<file path="config.mk">
export PLATFORM = sky130hd
export DESIGN_NAME = ex8_reg_file_flat
export DESIGN_NICKNAME = d
export VERILOG_FILES = /design/src/rtl/ex8_reg_file_pkg.sv /design/src/rtl/ex8_reg_file_if.sv /design/src/rtl/ex8_reg_file_read_port.sv /design/src/rtl/ex8_reg_file.sv /design/src/flat_wrapper.sv
export SDC_FILE = /design/constraint.sdc
export NUM_CORES = 2
export LEC_CHECK = 0
export BUFFER_PORTS_ARGS = -buffer_cell sky130_fd_sc_hd__buf_2
export CORE_MARGIN = 3
export CORE_UTILIZATION = 55
export CTS_CLUSTER_DIAMETER = 40
export DETAILED_ROUTE_END_ITERATION = 10
export PLACE_DENSITY = 0.86
export SETUP_SLACK_MARGIN = 0.3
export SYNTH_ARGS = -nofsm -noshare
export SYNTH_HDL_FRONTEND = slang
export SYNTH_HIERARCHICAL = 1
export SYNTH_SLANG_ARGS = --single-unit
</file>
<file path="constraint.sdc">
create_clock -name clk -period 3.3 [get_ports clk]
set_input_delay 0.165 -clock clk [delete_from_list [all_inputs] [get_ports clk]]
set_output_delay 0.165 -clock clk [all_outputs]
set_load 0.005 [all_outputs]
</file>
<file path="src/rtl/ex8_reg_file_pkg.sv">
// ---------------------------------------------------------------------------
// ex8_pkg: shared sizing constants and types for the ex8 register file.
//   XLEN       - width of each architectural register and of all data ports
//   NREGS      - number of architectural registers (x0..x31)
//   REG_ADDR_W - register address width
//   reg_addr_t - register index type
//   xlen_t     - register data type
// ---------------------------------------------------------------------------
package ex8_pkg;

  localparam int XLEN       = 32;
  localparam int NREGS      = 32;
  localparam int REG_ADDR_W = 5;

  typedef logic [REG_ADDR_W-1:0] reg_addr_t;
  typedef logic [XLEN-1:0]       xlen_t;

endpackage

</file>
<file path="src/rtl/ex8_reg_file_if.sv">
// ---------------------------------------------------------------------------
// ex8_reg_file_if: operand-read / write-back bus of the register file.
//   rs1, rs2    - read addresses (master -> slave)
//   rd          - write address (master -> slave)
//   data_in     - write data (master -> slave)
//   reg_write   - write enable, active high (master -> slave)
//   read_data1  - contents of rs1 (slave -> master)
//   read_data2  - contents of rs2 (slave -> master)
// The datapath (decode/WB stages) is the master; the register file is the slave.
// ---------------------------------------------------------------------------
interface ex8_reg_file_if;
  import ex8_pkg::*;

  reg_addr_t rs1;
  reg_addr_t rs2;
  reg_addr_t rd;
  xlen_t     data_in;
  logic      reg_write;
  xlen_t     read_data1;
  xlen_t     read_data2;

  modport master (
    output rs1, rs2, rd, data_in, reg_write,
    input  read_data1, read_data2
  );

  modport slave (
    input  rs1, rs2, rd, data_in, reg_write,
    output read_data1, read_data2
  );

endinterface

</file>
<file path="src/rtl/ex8_reg_file_read_port.sv">
// ---------------------------------------------------------------------------
// ex8_read_port: one combinational read port of the register file.
//   rs_i      - read address
//   stored_i  - stored contents of register rs_i (don't care when rs_i == 0)
//   wr_en_i   - a write to a nonzero rd is being committed this cycle
//   rd_i      - write address
//   wr_data_i - write data
//   data_o    - read result
// x0 always reads zero. With EX8_REG_FILE_BYPASS_EN defined, a read of the
// register being written returns the incoming write data in the same cycle.
// ---------------------------------------------------------------------------
module ex8_read_port
  import ex8_pkg::*;
(
  input  reg_addr_t rs_i,
  input  xlen_t     stored_i,
  input  logic      wr_en_i,
  input  reg_addr_t rd_i,
  input  xlen_t     wr_data_i,
  output xlen_t     data_o
);

`ifdef EX8_REG_FILE_BYPASS_EN
  // wr_en_i already excludes rd == 0 and reset, so x0 is never forwarded.
  always_comb begin
    data_o = stored_i;
    if (rs_i == '0) begin
      data_o = '0;
    end else if (wr_en_i && (rs_i == rd_i)) begin
      data_o = wr_data_i;
    end
  end
`else
  logic unused_bypass;
  assign unused_bypass = ^{wr_en_i, rd_i, wr_data_i};

  assign data_o = (rs_i == '0) ? '0 : stored_i;
`endif

endmodule

</file>
<file path="src/rtl/ex8_reg_file.sv">
// ---------------------------------------------------------------------------
// ex8_reg_file: 32 x XLEN integer register file, two asynchronous read ports
// and one synchronous write port. x0 is hardwired to zero and has no storage.
//   clk   - system clock, all state updates on the rising edge
//   rst_n - synchronous active-low reset, clears x1..x31 (wins over a write)
//   bus   - ex8_reg_file_if.slave: rs1/rs2/rd/data_in/reg_write in,
//           read_data1/read_data2 out
// Optional feature macro: EX8_REG_FILE_BYPASS_EN (write-through forwarding
// of data_in to a read port addressing the register being written).
// ---------------------------------------------------------------------------
module ex8_reg_file
  import ex8_pkg::*;
(
  input  logic          clk,
  input  logic          rst_n,
  ex8_reg_file_if.slave bus
);

  // Storage exists only for x1..x31.
  xlen_t regs_q [NREGS-1:1];

  // Effective write strobe: suppressed for x0 and during reset. Shared with
  // the read ports so forwarding uses exactly the same qualification.
  logic  wr_en;
  xlen_t stored1;
  xlen_t stored2;

  assign wr_en = rst_n && bus.reg_write && (bus.rd != '0);

  always_ff @(posedge clk) begin
    if (!rst_n) begin
      for (int i = 1; i < NREGS; i++) begin
        regs_q[i] <= '0;
      end
    end else if (wr_en) begin
      regs_q[bus.rd] <= bus.data_in;
    end
  end

  // Address 0 falls outside the storage range; the read port masks it.
  always_comb begin
    stored1 = '0;
    stored2 = '0;
    if (bus.rs1 != '0) stored1 = regs_q[bus.rs1];
    if (bus.rs2 != '0) stored2 = regs_q[bus.rs2];
  end

  ex8_read_port u_rp1 (
    .rs_i      (bus.rs1),
    .stored_i  (stored1),
    .wr_en_i   (wr_en),
    .rd_i      (bus.rd),
    .wr_data_i (bus.data_in),
    .data_o    (bus.read_data1)
  );

  ex8_read_port u_rp2 (
    .rs_i      (bus.rs2),
    .stored_i  (stored2),
    .wr_en_i   (wr_en),
    .rd_i      (bus.rd),
    .wr_data_i (bus.data_in),
    .data_o    (bus.read_data2)
  );

endmodule

</file>
<file path="src/flat_wrapper.sv">
// flat-port wrapper written by rule: the top's interface ports become plain ports
module ex8_reg_file_flat import ex8_pkg::*;
  (clk, rst_n, bus_rs1, bus_rs2, bus_rd, bus_data_in, bus_reg_write, bus_read_data1, bus_read_data2);
  ex8_reg_file_if bus_i ();
  input  logic clk;
  input  logic rst_n;
  input wire logic [$bits(bus_i.rs1)-1:0] bus_rs1;
  input wire logic [$bits(bus_i.rs2)-1:0] bus_rs2;
  input wire logic [$bits(bus_i.rd)-1:0] bus_rd;
  input wire logic [$bits(bus_i.data_in)-1:0] bus_data_in;
  input wire logic [$bits(bus_i.reg_write)-1:0] bus_reg_write;
  output wire logic [$bits(bus_i.read_data1)-1:0] bus_read_data1;
  output wire logic [$bits(bus_i.read_data2)-1:0] bus_read_data2;
  assign bus_i.rs1 = bus_rs1;
  assign bus_i.rs2 = bus_rs2;
  assign bus_i.rd = bus_rd;
  assign bus_i.data_in = bus_data_in;
  assign bus_i.reg_write = bus_reg_write;
  assign bus_read_data1 = bus_i.read_data1;
  assign bus_read_data2 = bus_i.read_data2;
  ex8_reg_file u_core (.clk(clk), .rst_n(rst_n), .bus(bus_i));
endmodule
</file>
==> impl.org <==
** Detailed routing
- For this run, the detailed router's first-pass iteration total came to 6.
- Initial drt markers :: 7392
- Via count :: approximately 38000
- After detailed routing, the number of remaining DRC violations is 0.
- Vias per std cell :: around 7.5
- After detailed routing, the average wire length per cell comes to ~36 um.
- Summed over all layers, the routed wires come to around 190000 um.
- In this run the remaining antenna-violating nets after routing total 0.

** CTS
- Inserted Clock Buffers :: roughly 130
- CTS Buffer Depth :: 3
- The clock drives 1024 sinks.
- Clock-pin slew of the registers on the worst-case setup and hold paths :: roughly 60 ps
- CTS Root Cell :: sky130_fd_sc_hd__clkbuf_16
- CTS tree :: done
- The H-tree generated during clock tree synthesis spans 4 levels.

** GRT
- Pin count of the biggest net entering global routing :: 72
- The first global-routing pass estimated ~260000 um of wire.
- For this run the aggregate overflow at the end of global routing stands at 0.
- Number of global-route vias before repair :: 38809
- Number of antenna violations at the first check in global routing :: 18
- Global routing used 35.2% of the available tracks.

** Final layout
- Most frequent cells in the layout :: sky130_fd_sc_hd__edfxtp_1, sky130_fd_sc_hd__and2_1, sky130_fd_sc_hd__mux4_2
- In the final layout, the share of cells above drive strength 1 is between 30 and 40%.
- In the final layout, the multi-input gates occupy 24000 sq um.
- In the final design database the tool counted 3782 nets.
- Area taken by flip-flops and latches :: between 30000 and 40000 sq um
- Most common cell after layout, fill and taps aside :: sky130_fd_sc_hd__edfxtp_1
- The register with the most flip-flops in the layout has 1024 of them.
- Ranked by flip-flop count, first place goes to u_core/regs_q.
- Synth-to-layout area growth :: 17.2%
- Top Registers :: u_core/regs_q x1024
- After filler insertion, the fill cell instance count of the layout stands at 6048.
- Once layout is complete, the cells apart from fillers number around 5000.

** Worst setup path
- Data required time at the worst endpoint :: 3130 ps
- Worst Setup Start Kind :: input port
- STA classifies the critical path endpoint as an output pin.
- Arrival time at the worst endpoint :: 3090 ps
- Worst path top cell family by delay :: simple AND/OR/NAND/NOR gates
- Maximum single-stage delay on the critical path :: 690 ps
- Critical Path, Cell by Cell :: buf_2, nand3b_1, buf_4, o22ai_1, a2111oi_1, buf_4, nor3_1, a21boi_1, buf_2
- Number of buffers and inverters on the critical path :: 4
- Standard cell with the maximum stage delay on the critical path :: sky130_fd_sc_hd__nor3_1
- Start-to-end type of the worst setup path :: in -> out
- In this run the worst path has a maximum fanout of 12.

** Power
- Internal power comes to 25700 uW.
- Pleak :: 0.0223 uW
- Of the total power, combinational logic draws 12.9%.
- The share of total power dissipated in the clock network is 42.1%.
- Across the VDD grid, the largest voltage drop is about 0.00052 V.
- Per report_power, the sequential group accounts for ~45% of the total.
- Dividing total power by cell area gives a power density of 538 nW/um^2.
- Net Sw Frac :: 25.6%
- For this design the total switching power over the nets is 8840 uW.

** Placed design
- Buffers placed on the I/O ports in this run total 113.
- After detailed placement, the design holds a cell count of 4840.
- Half-perimeter wire length after detailed placement :: 107000 um
- The congestion estimate from routability-driven global placement came to between 0.9 and 1.
- OpenSTA, run right after detailed placement, puts the worst setup slack at -51.8 ps.

** Synthesis
- Post-synthesis cell count :: 3581
- For this run, the number of Yosys warnings is 6.
- The average instance in the mapped netlist occupies 15.3 sq um.
- Synthesized area :: 54700 sq um

** Timing
- Worst-Margin Slew :: 1540 ps
- Setup repair after global routing could not meet its margin everywhere.
- The max-slew violation count is 33.
- Total count of hold-check failures in the final report :: 0
- Post-layout min period :: roughly 3300 ps
- Remaining max-slew budget at the tightest pin :: -2.83%
- Final number of setup-violating endpoints :: 0
- In the post-route analysis, the smallest setup slack over all paths is 48.1 ps.
- Worst hold-check slack :: 15.6 ps
- For the final routed database, the setup TNS stands at 0 ps.
- Of the available clock period, the critical path in the final layout requires between 90% and 100%.
- Highest clock frequency the design can meet :: slightly above 300 MHz

** Run status
- Result of the run :: finished with violations
- Violated checks :: max-capacitance violations, max-slew violations

** Flow run
- Maximum Capacitance Violations :: 1

** Floorplanning
- Top Ports :: 114
- Core box area :: 98600 sq um
- The initial utilization of the core area, before any placement, comes to 55.5%.
- Floorplan row count :: 115
- Area of the die :: 103000 sq um
- From bottom edge to top edge, the die measures between 300 and 400 um.
- In this run the horizontal extent of the chip is approximately 320 um.

** Min path
- Class of the worst hold path :: in -> reg
-- layout make-up --
type | instances | area share [%]
Clock inverter | 91 | 1.53
Sequential cell | 1024 | 47.9
Timing Repair Buffer | 387 | 5.28
Multi-Input combinational cell | 2184 | 37.4
Tap cell | 1287 | 2.51
Inverter | 4 | 0.0234
Clock buffer | 146 | 5.33
Antenna cell | 9 | 0.0351
-- path summary, 6_finish.rpt --
| check | from | endpoint | cells after the start |
|---|---|---|---|
| min | bus_data_in[20] | u_core/regs_q[0][20] | 1 |
| max | bus_rs1[3] | bus_read_data1[14] | 9 |
-- per-stage QoR --
stage	util [%]	cell area, sq um	power (uW)
6_report	65.1	64200	34500
5_1_grt	65.1	64100	35100
4_1_cts	64.4	63500	34000
3_5_place_dp	58.9	58000	19500
3_3_place_gp	58.9	58000	19400
2_1_floorplan	-	54900	17900
-- layer usage --
| metal | wire [um] | GRT usage [%] |
|---|---|---|
| met5 | 130 | 0.787 |
| met4 | 14000 | 21.9 |
| met3 | 32000 | 13.0 |
| met2 | 82700 | 52.4 |
| met1 | 56700 | 43.9 |
-- power by group through the flow --
stage | Clock (uW) | Combinational, uW | Sequential, uW
floorplan | 0 | 2380 | 15500
global placement | 0 | 3770 | 15600
detailed placement | 0 | 3850 | 15700
CTS | 14500 | 4120 | 15400
global route | 15100 | 4530 | 15500
finish | 14500 | 4460 | 15500
-- what timing repair did --
action | 4_1_cts | 5_1_grt
buffers inserted | 4 | 11
hold buffers | 30 | 0
pin swaps | 35 | 40
cloned | 0 | 1
hold endpoints to repair | 30 | 0
setup endpoints to repair | 57 | 55
gates resized for setup | 146 | 84
(Power assumes the default switching activity.)
